[src/rtl/alu_decode_stage_if.sv]
// Upstream (fetch/register read) and downstream (ALU) signals of the RV32I decode stage.
// The stage itself uses the slave modport; whoever feeds and drains it uses master.
interface alu_decode_stage_if #(
    parameter int unsigned XLEN = 32
) ();
    logic            in_valid;
    logic            in_ready;
    logic [31:0]     instr;
    logic [XLEN-1:0] pc;
    logic [XLEN-1:0] rs1_data;
    logic [XLEN-1:0] rs2_data;
    logic            flush;
    logic            out_valid;
    logic            out_ready;
    logic [XLEN-1:0] a;
    logic [XLEN-1:0] b;
    logic [3:0]      ctrl;
    logic [2:0]      branchcondition;
    logic [XLEN-1:0] imm;
    logic [XLEN-1:0] rs2_out;
    logic [4:0]      rd;
    logic            reg_write;
    logic            mem_read;
    logic            mem_write;
    logic            illegal;

    modport master (
        output in_valid, instr, pc, rs1_data, rs2_data, flush, out_ready,
        input  in_ready, out_valid, a, b, ctrl, branchcondition, imm, rs2_out, rd,
        input  reg_write, mem_read, mem_write, illegal
    );

    modport slave (
        input  in_valid, instr, pc, rs1_data, rs2_data, flush, out_ready,
        output in_ready, out_valid, a, b, ctrl, branchcondition, imm, rs2_out, rd,
        output reg_write, mem_read, mem_write, illegal
    );
endinterface

[src/rtl/alu_decode_stage.sv]
// Registered RV32I decode stage: turns an instruction plus register reads into the ALU
// operand/control bundle, held in a single-entry valid/ready buffer with flush.
module alu_decode_stage #(
    parameter int unsigned XLEN     = 32,
    parameter logic [2:0]  NOBRANCH = 3'b011
) (
    input logic          clk,
    input logic          rst,
    alu_decode_stage_if.slave bus
);

    localparam logic [6:0] OpReg    = 7'b0110011;
    localparam logic [6:0] OpImm    = 7'b0010011;
    localparam logic [6:0] OpLoad   = 7'b0000011;
    localparam logic [6:0] OpStore  = 7'b0100011;
    localparam logic [6:0] OpBranch = 7'b1100011;
    localparam logic [6:0] OpJal    = 7'b1101111;
    localparam logic [6:0] OpJalr   = 7'b1100111;
    localparam logic [6:0] OpLui    = 7'b0110111;
    localparam logic [6:0] OpAuipc  = 7'b0010111;

    localparam logic [3:0] CtrlAdd  = 4'b0000;
    localparam logic [3:0] CtrlSub  = 4'b0001;
    localparam logic [3:0] CtrlSll  = 4'b0010;
    localparam logic [3:0] CtrlSrl  = 4'b0011;
    localparam logic [3:0] CtrlSra  = 4'b0100;
    localparam logic [3:0] CtrlAnd  = 4'b0101;
    localparam logic [3:0] CtrlOr   = 4'b0110;
    localparam logic [3:0] CtrlXor  = 4'b0111;
    localparam logic [3:0] CtrlSlt  = 4'b1000;
    localparam logic [3:0] CtrlSltu = 4'b1001;

    localparam logic [2:0]      BcJmp      = 3'b010;
    localparam logic [XLEN-1:0] LinkOffset = XLEN'(4);

    typedef struct packed {
        logic [XLEN-1:0] a;
        logic [XLEN-1:0] b;
        logic [XLEN-1:0] imm;
        logic [XLEN-1:0] rs2;
        logic [3:0]      ctrl;
        logic [2:0]      bc;
        logic [4:0]      rd;
        logic            reg_write;
        logic            mem_read;
        logic            mem_write;
        logic            illegal;
    } entry_t;

    localparam entry_t ResetEntry = '{
        a: '0, b: '0, imm: '0, rs2: '0, ctrl: CtrlAdd, bc: NOBRANCH, rd: '0,
        reg_write: 1'b0, mem_read: 1'b0, mem_write: 1'b0, illegal: 1'b0
    };

    typedef enum logic [0:0] {StEmpty, StFull} state_e;

    state_e state_q, state_d;
    entry_t entry_q, dec;
    logic   load;
    logic   in_ready;
    logic   illegal;
    logic   reg_write;

    logic [6:0]      opcode;
    logic [2:0]      funct3;
    logic [6:0]      funct7;
    logic [4:0]      rd;
    logic [XLEN-1:0] i_imm, s_imm, b_imm, j_imm, u_imm, shamt;

    assign opcode = bus.instr[6:0];
    assign funct3 = bus.instr[14:12];
    assign funct7 = bus.instr[31:25];
    assign rd     = bus.instr[11:7];

    assign i_imm = XLEN'($signed(bus.instr[31:20]));
    assign s_imm = XLEN'($signed({bus.instr[31:25], bus.instr[11:7]}));
    assign b_imm = XLEN'($signed({bus.instr[31], bus.instr[7], bus.instr[30:25],
                                  bus.instr[11:8], 1'b0}));
    assign j_imm = XLEN'($signed({bus.instr[31], bus.instr[19:12], bus.instr[20],
                                  bus.instr[30:21], 1'b0}));
    assign u_imm = XLEN'($signed({bus.instr[31:12], 12'b0}));
    assign shamt = XLEN'(bus.instr[24:20]);

    // alt selects SUB for funct3 000 and SRA for funct3 101.
    function automatic logic [3:0] alu_op(input logic [2:0] f3, input logic alt);
        logic [3:0] op;
        case (f3)
            3'b000:  op = alt ? CtrlSub : CtrlAdd;
            3'b001:  op = CtrlSll;
            3'b010:  op = CtrlSlt;
            3'b011:  op = CtrlSltu;
            3'b100:  op = CtrlXor;
            3'b101:  op = alt ? CtrlSra : CtrlSrl;
            3'b110:  op = CtrlOr;
            default: op = CtrlAnd;
        endcase
        return op;
    endfunction

    always_comb begin
        dec       = ResetEntry;
        dec.rd    = rd;
        illegal   = 1'b0;
        reg_write = 1'b0;
        case (opcode)
            OpReg: begin
                dec.a     = bus.rs1_data;
                dec.b     = bus.rs2_data;
                dec.ctrl  = alu_op(funct3, bus.instr[30]);
                reg_write = 1'b1;
            end
            OpImm: begin
                dec.a     = bus.rs1_data;
                dec.b     = i_imm;
                dec.imm   = i_imm;
                dec.ctrl  = alu_op(funct3, (funct3 == 3'b101) && bus.instr[30]);
                reg_write = 1'b1;
                if (funct3 == 3'b001) begin
                    dec.b   = shamt;
                    illegal = (funct7 != 7'b0000000);
                end else if (funct3 == 3'b101) begin
                    dec.b   = shamt;
                    illegal = (funct7 != 7'b0000000) && (funct7 != 7'b0100000);
                end
            end
            OpLoad: begin
                dec.a        = bus.rs1_data;
                dec.b        = i_imm;
                dec.imm      = i_imm;
                dec.mem_read = 1'b1;
                reg_write    = 1'b1;
            end
            OpStore: begin
                dec.a         = bus.rs1_data;
                dec.b         = s_imm;
                dec.imm       = s_imm;
                dec.rs2       = bus.rs2_data;
                dec.mem_write = 1'b1;
            end
            OpBranch: begin
                dec.a   = bus.rs1_data;
                dec.b   = bus.rs2_data;
                dec.imm = b_imm;
                // Branch-condition codes coincide with the RV32I branch funct3 values.
                dec.bc  = funct3;
                case (funct3)
                    3'b000, 3'b001: dec.ctrl = CtrlSub;
                    3'b100, 3'b101: dec.ctrl = CtrlSlt;
                    3'b110, 3'b111: dec.ctrl = CtrlSltu;
                    default:        illegal  = 1'b1;
                endcase
            end
            OpJal, OpJalr: begin
                dec.a     = bus.pc;
                dec.b     = LinkOffset;
                dec.bc    = BcJmp;
                dec.imm   = (opcode == OpJal) ? j_imm : i_imm;
                reg_write = 1'b1;
            end
            OpLui: begin
                dec.b     = u_imm;
                dec.imm   = u_imm;
                reg_write = 1'b1;
            end
            OpAuipc: begin
                dec.a     = bus.pc;
                dec.b     = u_imm;
                dec.imm   = u_imm;
                reg_write = 1'b1;
            end
            default: illegal = 1'b1;
        endcase

        if (illegal) begin
            dec         = ResetEntry;
            dec.illegal = 1'b1;
        end else begin
            dec.reg_write = reg_write && (rd != 5'd0);
        end
    end

    // A flush only matters while an entry is held; an empty stage still accepts.
    always_comb begin
        state_d  = state_q;
        load     = 1'b0;
        in_ready = (state_q == StEmpty) || bus.out_ready;
        unique case (state_q)
            StEmpty: begin
                if (bus.in_valid) begin
                    load    = 1'b1;
                    state_d = StFull;
                end
            end
            StFull: begin
                if (bus.flush) begin
                    state_d = StEmpty;
                end else if (bus.in_valid && bus.out_ready) begin
                    load = 1'b1;
                end else if (bus.out_ready) begin
                    state_d = StEmpty;
                end
            end
        endcase
    end

    always_ff @(posedge clk or posedge rst) begin
        if (rst) begin
            state_q <= StEmpty;
            entry_q <= ResetEntry;
        end else begin
            state_q <= state_d;
            if (load) begin
                entry_q <= dec;
            end
        end
    end

    assign bus.in_ready        = in_ready;
    assign bus.out_valid       = (state_q == StFull);
    assign bus.a               = entry_q.a;
    assign bus.b               = entry_q.b;
    assign bus.ctrl            = entry_q.ctrl;
    assign bus.branchcondition = entry_q.bc;
    assign bus.imm             = entry_q.imm;
    assign bus.rs2_out         = entry_q.rs2;
    assign bus.rd              = entry_q.rd;
    assign bus.reg_write       = entry_q.reg_write;
    assign bus.mem_read        = entry_q.mem_read;
    assign bus.mem_write       = entry_q.mem_write;
    assign bus.illegal         = entry_q.illegal;

endmodule

[src/flat_wrapper.sv]
// flat-port wrapper written by rule: the top's interface ports become plain ports
module alu_decode_stage_flat 
#(
    parameter int unsigned XLEN     = 32,
    parameter logic [2:0]  NOBRANCH = 3'b011
)
  (clk, rst, bus_in_valid, bus_instr, bus_pc, bus_rs1_data, bus_rs2_data, bus_flush, bus_out_ready, bus_in_ready, bus_out_valid, bus_a, bus_b, bus_ctrl, bus_branchcondition, bus_imm, bus_rs2_out, bus_rd, bus_reg_write, bus_mem_read, bus_mem_write, bus_illegal);
  alu_decode_stage_if #(.XLEN(XLEN)) bus_i ();
  input logic clk;
  input logic rst;
  input wire logic [$bits(bus_i.in_valid)-1:0] bus_in_valid;
  input wire logic [$bits(bus_i.instr)-1:0] bus_instr;
  input wire logic [$bits(bus_i.pc)-1:0] bus_pc;
  input wire logic [$bits(bus_i.rs1_data)-1:0] bus_rs1_data;
  input wire logic [$bits(bus_i.rs2_data)-1:0] bus_rs2_data;
  input wire logic [$bits(bus_i.flush)-1:0] bus_flush;
  input wire logic [$bits(bus_i.out_ready)-1:0] bus_out_ready;
  output wire logic [$bits(bus_i.in_ready)-1:0] bus_in_ready;
  output wire logic [$bits(bus_i.out_valid)-1:0] bus_out_valid;
  output wire logic [$bits(bus_i.a)-1:0] bus_a;
  output wire logic [$bits(bus_i.b)-1:0] bus_b;
  output wire logic [$bits(bus_i.ctrl)-1:0] bus_ctrl;
  output wire logic [$bits(bus_i.branchcondition)-1:0] bus_branchcondition;
  output wire logic [$bits(bus_i.imm)-1:0] bus_imm;
  output wire logic [$bits(bus_i.rs2_out)-1:0] bus_rs2_out;
  output wire logic [$bits(bus_i.rd)-1:0] bus_rd;
  output wire logic [$bits(bus_i.reg_write)-1:0] bus_reg_write;
  output wire logic [$bits(bus_i.mem_read)-1:0] bus_mem_read;
  output wire logic [$bits(bus_i.mem_write)-1:0] bus_mem_write;
  output wire logic [$bits(bus_i.illegal)-1:0] bus_illegal;
  assign bus_i.in_valid = bus_in_valid;
  assign bus_i.instr = bus_instr;
  assign bus_i.pc = bus_pc;
  assign bus_i.rs1_data = bus_rs1_data;
  assign bus_i.rs2_data = bus_rs2_data;
  assign bus_i.flush = bus_flush;
  assign bus_i.out_ready = bus_out_ready;
  assign bus_in_ready = bus_i.in_ready;
  assign bus_out_valid = bus_i.out_valid;
  assign bus_a = bus_i.a;
  assign bus_b = bus_i.b;
  assign bus_ctrl = bus_i.ctrl;
  assign bus_branchcondition = bus_i.branchcondition;
  assign bus_imm = bus_i.imm;
  assign bus_rs2_out = bus_i.rs2_out;
  assign bus_rd = bus_i.rd;
  assign bus_reg_write = bus_i.reg_write;
  assign bus_mem_read = bus_i.mem_read;
  assign bus_mem_write = bus_i.mem_write;
  assign bus_illegal = bus_i.illegal;
  alu_decode_stage #(.XLEN(XLEN), .NOBRANCH(NOBRANCH)) u_core (.clk(clk), .rst(rst), .bus(bus_i));
endmodule
[config.mk]
export PLATFORM = sky130hd
export DESIGN_NAME = alu_decode_stage_flat
export DESIGN_NICKNAME = d
export VERILOG_FILES = /design/src/rtl/alu_decode_stage_if.sv /design/src/rtl/alu_decode_stage.sv /design/src/flat_wrapper.sv
export SDC_FILE = /design/constraint.sdc
export NUM_CORES = 1
export LEC_CHECK = 0
export ABC_CLOCK_PERIOD_IN_PS = 10600
export CORE_MARGIN = 10
export CORE_UTILIZATION = 41
export DETAILED_ROUTE_END_ITERATION = 16
export GPL_ROUTABILITY_DRIVEN = 1
export HOLD_SLACK_MARGIN = 0.08
export PLACE_DENSITY = 0.78
export SYNTH_ARGS = -nofsm -noshare
export SYNTH_HDL_FRONTEND = slang
export SYNTH_SLANG_ARGS = --single-unit
[constraint.sdc]
create_clock -name clk -period 10.6 [get_ports clk]
set_input_delay 1.59 -clock clk [delete_from_list [all_inputs] [get_ports clk]]
set_output_delay 1.59 -clock clk [all_outputs]
set_load 0.02 [all_outputs]
# --- Word level (Yosys, flattened, before mapping) ---
# Index checks and enable logic that the tools add are counted.
op_classes:
  eq_ne: 17
  muxes: 34
  bitwise: 1
  reduce_logical: 20
ops:
  columns: ["op", "n"]
  rows:
  - ["one-hot mux 32 bit (6 select lines)", 1]
  - ["one-hot mux 32 bit (5 select lines)", 1]
  - ["two-way mux 140 bit", 1]
  - ["two-way mux 32 bit", 3]
  - ["one-hot mux 32 bit (2 select lines)", 1]
  - ["one-hot mux 4 bit (7 select lines)", 2]
  - ["one-hot mux 4 bit (3 select lines)", 2]
  - ["== test 7 x 6 -> 1 bit, second input constant", 3]
  - ["== test 7 bit, second input constant", 3]
  - ["two-way mux 20 bit", 1]
  - ["two-way mux 1 bit", 15]
  - ["== test 7 x 5 -> 1 bit, second input constant", 2]
  - ["OR reduction 2 bit", 7]
  - ["OR reduction 7 bit", 2]
  - ["== test 3 bit, second input constant", 4]
  - ["two-way mux 3 bit", 3]
  - ["== test 7 x 2 -> 1 bit, second input constant", 1]
  - ["inequality test 7 x 6 -> 1 bit, second input constant", 1]
  - ["nonzero test 7 bit", 1]
  - ["== test 3 x 2 -> 1 bit, second input constant", 2]
  - ["one-hot mux 3 bit (2 select lines)", 1]
  - ["OR reduction 6 bit", 1]
  - ["nonzero test 5 bit", 1]
  - ["OR reduction 5 bit", 1]
  - ["8 further kinds", 12]
word_totals:
  regBits: 145
  inputBits: 133
  wordCells: 84

# --- Logic depth before layout (Yosys ltp) ---
# Gate-level depths: netlist of the first run.
logic_depth:
  ltp_word: 6
  depth_mapped: 9

# --- Worst setup path before layout of the first run ---
# No wires, ideal clock.
synth_path:
  path_type: "in2reg"
  from: "in bus_instr[3]"
  to: "reg u_core.entry_q (netlist bit u_core.bus.imm[5])"
  setup_time_ns: 0.122
  arrival_ns: 3.331
  t_required_ns: 10.478
  path_slack_ns: 7.147
  stages: 9
  path_buffers: 4
  cell_sequence: "buf_6 and4bb_4 nand2_4 or4_1 buf_2 and3_4 buf_6 buf_6 a32o_1"
synth_between:
  elab_chain_len: 4
synth_lines:
  columns: ["item", "line", "text"]
  rows:
  - ["start, declared", "flat_wrapper.sv:12", "input wire logic [$bits(bus_i.instr)-1:0] bus_instr;"]
  - ["== test 7 x 6 -> 1 bit, or another cell as far along", "alu_decode_stage.sv:105", "case (opcode)"]
  - ["OR reduction 7 bit (no line), or another cell as far along", null, null]
  - ["one-hot mux 1 bit (3 select lines) / one-hot mux 32 bit (5 select lines) (equally long branches)", "alu_decode_stage.sv:105", null]
  - ["two-way mux 140 bit *", "alu_decode_stage.sv:174", "if (illegal) begin"]
  - ["end signal, assigned", "alu_decode_stage.sv:209", "entry_q <= ResetEntry;"]
  - ["end, declared", "alu_decode_stage.sv:58", "entry_t entry_q, dec;"]
# Every way passes the cells marked *; elsewhere a longest branch is shown, timed or not.
# A chain may end at the register's enable or synchronous reset.

# --- Final worst setup path of the first run ---
layout_path:
  from: "in bus_instr[26]"
  to: "reg u_core.entry_q (netlist bit u_core.bus.imm[31])"
layout_between:
  elab_chain_len: 6
layout_lines:
  columns: ["item", "line", "text"]
  rows:
  - ["inequality test 7 x 6 -> 1 bit / nonzero test 7 bit (equally long branches)", "alu_decode_stage.sv:123, alu_decode_stage.sv:120", null]
  - ["logical AND 1 bit", "alu_decode_stage.sv:123", "illegal = (funct7 != 7'b0000000) && (funct7 != 7'b0100000);"]
  - ["two-way mux 1 bit", "alu_decode_stage.sv:121", "end else if (funct3 == 3'b101) begin"]
  - ["two-way mux 1 bit *", "alu_decode_stage.sv:118", "if (funct3 == 3'b001) begin"]
  - ["one-hot mux 1 bit (3 select lines) *", "alu_decode_stage.sv:105", null]
  - ["two-way mux 140 bit *", "alu_decode_stage.sv:174", null]
# Marks and branches as above.

==> metrics, run 1 <==
R2R Setup Slk 8.01 ns; Max IR drop VDD 0.000117 V; post-CTS setup buffer count 0; FMAX 217 MHz; Vias 6203; worst hold path stage count 2; CP peak stage delay 0.98 ns; element type at the critical path start input port; drt via density 5.59; Setup Crit Path Kind in -> reg; final wirelength 24.4 mm; clock latency on the worst-skew pair 0.42 ns; # DRC 0; setup TNS 0 ns; worst-case clock buffer depth 2; Worst-Margin Slew 1.23 ns; Post-CTS Hold Buffers 0; Avg Synthesized Cell Area 10.1 um^2; ranking of synthesized cells by area dfrtp_1 (55%), o21ai_0 (7.1%), nand2_1 (6.1%), a22oi_1 (5.8%), a22o_1 (5.3%); sequential fraction of the synthesis area 56.1%; number of max-cap violations 0; antenna viol nets, final 0; setup violators final 0; first-pass GRT wire length 37.3 mm; routability congestion estimate 0.854; max_slew headroom 17.5%; Starting Density 42.2%; Worst Path Arrival 4.89 ns; cell mode on critical path or4_1; Pwr Density 134 nW/um^2; CTS clk-pin slew, worst paths 0.06 ns; Die W 146 um; Synth top area share 55.3%; final period utilization 43.4%; CTS buffer count 17; Die Height 146 um; root buffer cell clkbuf_16; worst min path class reg -> reg; slowest stage cell, crit path nand4_1; initial antenna violation count 0; syn_nets 771; DRT iter0 DRCs 556; GRT Total Usage 22.2%; PortBufs 278; row count 45; largest net degree at the start of global routing 85; DR pass1 iterations 5; FF+latch count, synth 145; Final nets 1018; Diodes inserted 0; Die Area 21200 um^2; clk sinks 145; Top Ports 279; vias in the first global route 6247; CTS H-tree depth 4; R2R cell count 5; Gates resized, CTS repair 0; crit path cell chain clkdlybuf4s50_1 -> or4_1 -> a2111oi_0 -> or4_1 -> nand4_1 -> o21ai_0; Hold Fails Final Rpt 0; Ys Warns 0; Mapped Cells 638; share of layout cells above drive strength 1 6.01%; RSZ-0062 raised after global routing no; Worst setup EP type flip-flop; grt total ovfl 0; HPWL Detailed 17.5 mm; leading area contributor after synthesis dfrtp_1; Slew Limit Fails 0; core region area 15300 um^2; status completed; TritonCTS clock tree built; Syn-to-layout area delta 54.8%; clk_skew 0.00777 ns; synthesized area 6470 um^2; total power 1.34 mW; Worst Path Max Fanout 26; post-synth cell types 49; Worst EP required 10.89 ns; WL/cell 22.0 um; fin crit period 4.60 ns; static leakage 4.06 nW
[state kept, by name (all words and copies together) (netlist names)]
signal                      cells
u_core.bus.out_valid            1
u_core.bus.a                   32
u_core.bus.imm                 32
u_core.bus.illegal              1
u_core.bus.reg_write            1
u_core.bus.mem_read             1
u_core.bus.mem_write            1
u_core.bus.b                   32
u_core.bus.rs2_out             32
u_core.bus.branchcondition      3
u_core.bus.rd                   5
u_core.bus.ctrl                 4
[cell usage after synthesis, drive strengths merged]
library cell and number:
a2111oi 1, a211o 1, a211oi 1, a21o 1
a21oi 26, a221oi 20, a22o 39, a22oi 50
a31oi 2, a32o 6, and2 4, and2b 1
and3 4, and3b 1, and4bb 1, buf 7
clkbuf 52, dfrtp 143, dfstp 2, inv 5
mux2i 7, nand2 106, nand2b 6, nand3 9
nand4 1, nand4bb 1, nor2 12, nor2b 4
nor3 2, nor3b 2, o21a 1, o21ai 95
o221ai 1, o22ai 1, o2bb2ai 1, o311a 1
o31ai 14, o32a 1, o41ai 1, or3b 1
or4 3, xor2 1
[final timing paths]
path,from,to
worst min-delay path,u_core.bus.b[9]$_DFFE_PP0P_,u_core.bus.b[9]$_DFFE_PP0P_
worst max-delay path,bus_instr[26],u_core.bus.imm[31]$_DFFE_PP0P_
min in group asynchronous,rst,u_core.bus.a[16]$_DFFE_PP0P_
worst max register to register,u_core.bus.out_valid$_DFF_PP0_,u_core.bus.mem_read$_DFFE_PP0P_
worst min register to register,u_core.bus.b[9]$_DFFE_PP0P_,u_core.bus.b[9]$_DFFE_PP0P_
max in group asynchronous,rst,u_core.bus.ctrl[3]$_DFFE_PP0P_
[area by class of cell]
| class | count | area [um^2] |
|---|---|---|
| Fill cell | 1302 | 5300 |
| Inverter | 5 | 23.8 |
| Clock inverter | 14 | 203 |
| Sequential cell | 145 | 3630 |
| Clock buffer | 18 | 439 |
| Timing Repair Buffer | 287 | 2850 |
| Multi-Input combinational cell | 429 | 2600 |
| Tap cell | 211 | 264 |
[layout by cell type, fill, tap and decap left out, types with 5 or more instances in the layout]
| cell | count |
|---|---|
| clkdlybuf4s50_1 | 278 |
| dfrtp_1 | 143 |
| nand2_1 | 105 |
| o21ai_0 | 92 |
| a22oi_1 | 50 |
| a22o_1 | 39 |
| a21oi_1 | 25 |
| a221oi_1 | 20 |
| clkbuf_16 | 17 |
| o31ai_1 | 14 |
| nor2_1 | 12 |
| nand3_1 | 8 |
| buf_4 | 8 |
| mux2i_1 | 7 |
| nand2b_1 | 6 |
| a32o_1 | 6 |
| clkinv_4 | 5 |
[power by group]
group	total [mW]	internal, mW	switching, mW	leakage [nW]
Sequential	0.560	0.557	0.00228	2.01
Clock	0.646	0.404	0.242	0.311
Combinational	0.139	0.0645	0.0750	1.74
[metal layers]
layer / global-route usage, % / share of wire (%) / routed length [um]
met1: 27.8 / 42 / 10200
met4: 6.88 / 2.3 / 554
met5: 0 / 0 / 0
met3: 7.14 / 7.3 / 1780
met2: 35.6 / 49 / 11800
[critical path: cells and delay by family]
kind,cells,cell delay [ns]
simple gates,3,1.86
compound gates,2,0.91
buf+inv,1,0.53
[stage by stage]
stage,hold slack (ns),utilization [%],area (um^2),worst slack (ns),cells
global route,0.498,65.4,10000,5.68,1109
finish,0.475,65.4,10000,6.00,1109
global placement,0.458,61.1,9360,5.63,1076
detailed placement,0.467,61.2,9370,5.60,1077
floorplan,0.532,-,6470,5.12,638
CTS,0.480,65.4,10000,6.03,1109
[logic make-up (layout without fill, tap and decap cells)]
kind of cell | count (synthesis) | in the layout | synth area share, %
AO/OA/AOI/OAI | 263 | 263 | 27.3
AND/OR/NAND/NOR | 158 | 158 | 11.1
flip-flops | 145 | 145 | 56.1
buffers and inverters | 64 | 324 | 4.22
multiplexers | 7 | 7 | 1.08
XOR/XNOR | 1 | 1 | 0.135
Note: power is estimated with default switching activity, not from simulation.
==> inputs of run 2 (changes only) <==
--- a/config.mk
+++ b/config.mk
@@ -5,9 +5,9 @@
 export SDC_FILE = /design/constraint.sdc
 export NUM_CORES = 1
 export LEC_CHECK = 0
-export ABC_CLOCK_PERIOD_IN_PS = 10600
+export ABC_CLOCK_PERIOD_IN_PS = 3950
 export CORE_MARGIN = 10
-export CORE_UTILIZATION = 41
+export CORE_UTILIZATION = 39
 export DETAILED_ROUTE_END_ITERATION = 16
 export GPL_ROUTABILITY_DRIVEN = 1
 export HOLD_SLACK_MARGIN = 0.08
==> constraint.sdc (replaced) <==
create_clock -name clk -period 3.95 [get_ports clk]
set_input_delay 0.5925 -clock clk [delete_from_list [all_inputs] [get_ports clk]]
set_output_delay 0.5925 -clock clk [all_outputs]
set_load 0.02 [all_outputs]
==> metrics, run 2 (synthesized netlist as in run 1, its figures left out) <==
initial antenna violation count 0; worst min path class reg -> reg; RSZ-0062 raised after global routing no; FMAX 331 MHz; setup violators final 0; antenna viol nets, final 0; clk_skew 0.00756 ns; Final nets 1028; placed cell area 9490 um^2; Pwr Density 350 nW/um^2; status completed; first-pass GRT wire length 37.3 mm; Worst EP required 4.27 ns; worst hold path stage count 1; # DRC 0; Die Height 149 um; hold_ws 0.475 ns; static leakage 4.09 nW; number of max-cap violations 0; row count 47; Die W 149 um; core region area 16400 um^2; CTS clk-pin slew, worst paths 0.06 ns; Worst setup EP type flip-flop; TritonCTS clock tree built; routability congestion estimate 0.878; Max IR drop VDD 0.000292 V; Vias 6214; HPWL Detailed 17.9 mm; setup TNS 0 ns; share of layout cells above drive strength 1 6.62%; fin crit period 3.02 ns; min setup slack post-route 0.928 ns; WL/cell 21.6 um; largest net degree at the start of global routing 86; final instance area 10100 um^2; final wirelength 24.4 mm; vias in the first global route 6364; R2R cell count 6; Worst Path Arrival 3.35 ns; Worst Path Max Fanout 25; final period utilization 76.5%; commonest non-fill, non-tap cell in the layout clkdlybuf4s50_1; DP Worst Slack 0.517 ns; root buffer cell clkbuf_16; CTS H-tree depth 4; R2R Setup Slk 1.84 ns; Syn-to-layout area delta 55.9%; grt total ovfl 0; drt via density 5.51; Diodes inserted 0; placed insts 1096; most frequent cells in the layout clkdlybuf4s50_1 (278), dfrtp_1 (143), nand2_1 (105); max_slew headroom 25.1%; DRT iter0 DRCs 500; Hold Fails Final Rpt 0; worst-case clock buffer depth 2; Layout Cells excl Fill 1127; Slew Limit Fails 0; Setup Crit Path Kind in -> reg; Gates resized, CTS repair 0; Die Area 22100 um^2; Top Ports 279; CTS buffer count 17; clk sinks 145; clock latency on the worst-skew pair 0.42 ns; Starting Density 39.4%; post-CTS setup buffer count 0; PortBufs 278; element type at the critical path start input port; Post-CTS Hold Buffers 0; Worst-Margin Slew 1.12 ns; GRT Total Usage 21.5%; DR pass1 iterations 5
==> run 2: cell types whose count changed in the layout (fill, tap and decap cells not counted), sizes merged <==
cell | previous run | this run
clkbuf | 18 | 22
clkinvlp | 1 | 3
inv | 8 | 4
clkinv | 6 | 4
buf | 9 | 19
bufinv | 4 | 3
==> run 2: power by group <==
group | internal (mW) | switching [mW] | leakage [nW] | total [mW]
logic | 0.183 | 0.205 | 1.79 | 0.388
clock network | 1.02 | 0.613 | 0.286 | 1.64
registers | 1.50 | 0.00641 | 2.01 | 1.50
total | 2.70 | 0.824 | 4.09 | 3.53
==> run 2: final timing paths <==
kind                                                   from                            endpoint
hold reg to reg            u_core.bus.mem_write$_DFFE_PP0P_    u_core.bus.mem_write$_DFFE_PP0P_
max in group asynchronous                               rst      u_core.bus.imm[12]$_DFFE_PP0P_
hold / removal             u_core.bus.mem_write$_DFFE_PP0P_    u_core.bus.mem_write$_DFFE_PP0P_
min in group asynchronous                               rst  u_core.bus.rs2_out[10]$_DFFE_PP0P_
setup / recovery                              bus_instr[26]      u_core.bus.ctrl[0]$_DFFE_PP0P_
setup reg to reg             u_core.bus.out_valid$_DFF_PP0_      u_core.bus.ctrl[0]$_DFFE_PP0P_
==> run 2: metrics by stage <==
| step | util (%) | power, mW |
|---|---|---|
| floorplan | - | 1.68 |
| global placement | 57.9 | 1.91 |
| detailed placement | 57.9 | 1.92 |
| CTS | 61.5 | 3.55 |
| global route | 61.5 | 3.65 |
| finish | 61.5 | 3.53 |
==> run 2: cell type report <==
class,count,area [um^2]
clock buffers,22,464
flip-flops and latches,145,3630
inverters,5,22.5
fillers,1364,6320
clock inverters,9,133
repair buffers,297,2960
well taps,220,275
multi-input cells,429,2600
==> run 2: worst max-delay path: stages <==
cell and delay [ns]:
clkdlybuf4s50_1 0.53, or4_1 0.62, a2111oi_0 0.37, or4_1 0.28, nand3_2 0.38, buf_4 0.37
o21ai_0 0.21
==> run 2: metal layers <==
metal | track usage (%) | share of wire (%)
met5 | 0 | 0
met4 | 7.85 | 2.3
met3 | 5.67 | 7.3
met2 | 34.0 | 48
met1 | 27.9 | 42
==> inputs of run 3 (changes only) <==
--- a/config.mk
+++ b/config.mk
@@ -5,9 +5,9 @@
 export SDC_FILE = /design/constraint.sdc
 export NUM_CORES = 1
 export LEC_CHECK = 0
-export ABC_CLOCK_PERIOD_IN_PS = 3950
+export ABC_CLOCK_PERIOD_IN_PS = 3000
 export CORE_MARGIN = 10
-export CORE_UTILIZATION = 39
+export CORE_UTILIZATION = 41
 export DETAILED_ROUTE_END_ITERATION = 16
 export GPL_ROUTABILITY_DRIVEN = 1
 export HOLD_SLACK_MARGIN = 0.08
==> constraint.sdc (replaced) <==
create_clock -name clk -period 3 [get_ports clk]
set_input_delay 0.45 -clock clk [delete_from_list [all_inputs] [get_ports clk]]
set_output_delay 0.45 -clock clk [all_outputs]
set_load 0.02 [all_outputs]
==> metrics, run 3 (synthesized netlist as in run 1, its figures left out) <==
element type at the critical path start input port; core region area 15300 um^2; Worst setup EP type flip-flop; Gates resized, CTS repair 0; Worst Path Max Fanout 24; clock latency on the worst-skew pair 0.42 ns; FMAX 387 MHz; GRT Total Usage 22.8%; final instance area 10200 um^2; static leakage 4.16 nW; DRT iter0 DRCs 502; CTS clk-pin slew, worst paths 0.06 ns; Pwr Density 448 nW/um^2; HPWL Detailed 18.6 mm; placed insts 1107; DR pass1 iterations 5; Final nets 1048; setup violators final 0; clk sinks 145; WL/cell 21.7 um; R2R cell count 6; Max IR drop VDD 0.000374 V; Core Util, Final 66.7%; RSZ-0062 raised after global routing no; CTS H-tree depth 4; worst min path class reg -> reg; hold_ws 0.474 ns; most frequent cells in the layout clkdlybuf4s50_1 (278), dfrtp_1 (143), nand2_1 (105); total power 4.58 mW; final wirelength 24.7 mm; PortBufs 278; worst reg2reg path startpoint u_core.bus.out_valid$_DFF_PP0_; Starting Density 42.2%; antenna viol nets, final 0; final period utilization 86.2%; fillcell total 1267; commonest non-fill, non-tap cell in the layout clkdlybuf4s50_1; min setup slack post-route 0.414 ns; R2R Setup Slk 1.25 ns; largest net degree at the start of global routing 69; routability congestion estimate 0.916; Hold Fails Final Rpt 0; post-CTS setup buffer count 0; Worst Path Arrival 2.91 ns; Die Area 21200 um^2; placed cell area 9640 um^2; Slew Limit Fails 0; clk_skew 0.0108 ns; share of layout cells above drive strength 1 8.62%; grt total ovfl 0; root buffer cell clkbuf_16; Post-CTS Hold Buffers 0; status completed; Layout Cells excl Fill 1140; number of max-cap violations 0; Die W 146 um; RR Endpoint u_core.bus.b[28]$_DFFE_PP0P_; worst-case clock buffer depth 2; Die Height 146 um; fin crit period 2.59 ns; vias in the first global route 6464; # DRC 0; Setup Crit Path Kind in -> reg; hold path start u_core.bus.b[10]$_DFFE_PP0P_; CTS buffer count 17; Worst EP required 3.33 ns; Vias 6320; max_slew headroom 57.3%; Worst-Margin Slew 0.641 ns; drt via density 5.54; first-pass GRT wire length 38.6 mm; initial antenna violation count 1; TritonCTS clock tree built; worst hold path stage count 2; Top Ports 279; row count 45; setup TNS 0 ns; Syn-to-layout area delta 57.9%; DP Worst Slack 0.0292 ns; hold endpoint u_core.bus.b[10]$_DFFE_PP0P_
==> run 3: worst max path at each step <==
stage / startpoint / endpoint / slack [ns]
floorplan: bus_instr[3] / u_core.bus.imm[5]$_DFFE_PP0P_ / 0.69
global placement: bus_instr[26] / u_core.bus.imm[21]$_DFFE_PP0P_ / 0.15
detailed placement: bus_instr[26] / u_core.bus.b[28]$_DFFE_PP0P_ / 0.03
CTS: bus_instr[26] / u_core.bus.a[27]$_DFFE_PP0P_ / 0.48
global route: bus_instr[26] / u_core.bus.b[28]$_DFFE_PP0P_ / 0.37
finish: bus_instr[26] / u_core.bus.imm[1]$_DFFE_PP0P_ / 0.41
==> run 3: final cells by class <==
cell class                 count  area (um^2)  share of cell area [%]
antenna                        1         2.50                  0.0245
clock buffer                  21          440                    4.31
clock inverter                11          131                    1.29
inverter                       5         22.5                   0.220
multi-input combinational    429         2600                    25.4
sequential                   145         3630                    35.5
tap                          211          264                    2.58
timing repair buffer         317         3130                    30.6
==> run 3: metal layers <==
layer  vias to the layer above  track usage [%]  part of all wire [%]
met5                         -                0                     0
met2                       252             36.2                    48
met4                         0             7.48                   1.9
met3                        30             7.11                   7.6
li1                       2918                -                     -
met1                      3120             28.9                    42
==> run 3: critical path, stage by stage <==
cell	delay, ns
clkdlybuf4s50_1	0.42
or4_1	0.57
a2111oi_0	0.54
or4_1	0.30
nand4_1	0.22
buf_12	0.23
o21ai_0	0.18
==> run 3: power by group <==
part,internal (mW),switching [mW],total [mW]
logic,0.252,0.275,0.527
clock network,1.23,0.842,2.07
registers,1.97,0.00828,1.98
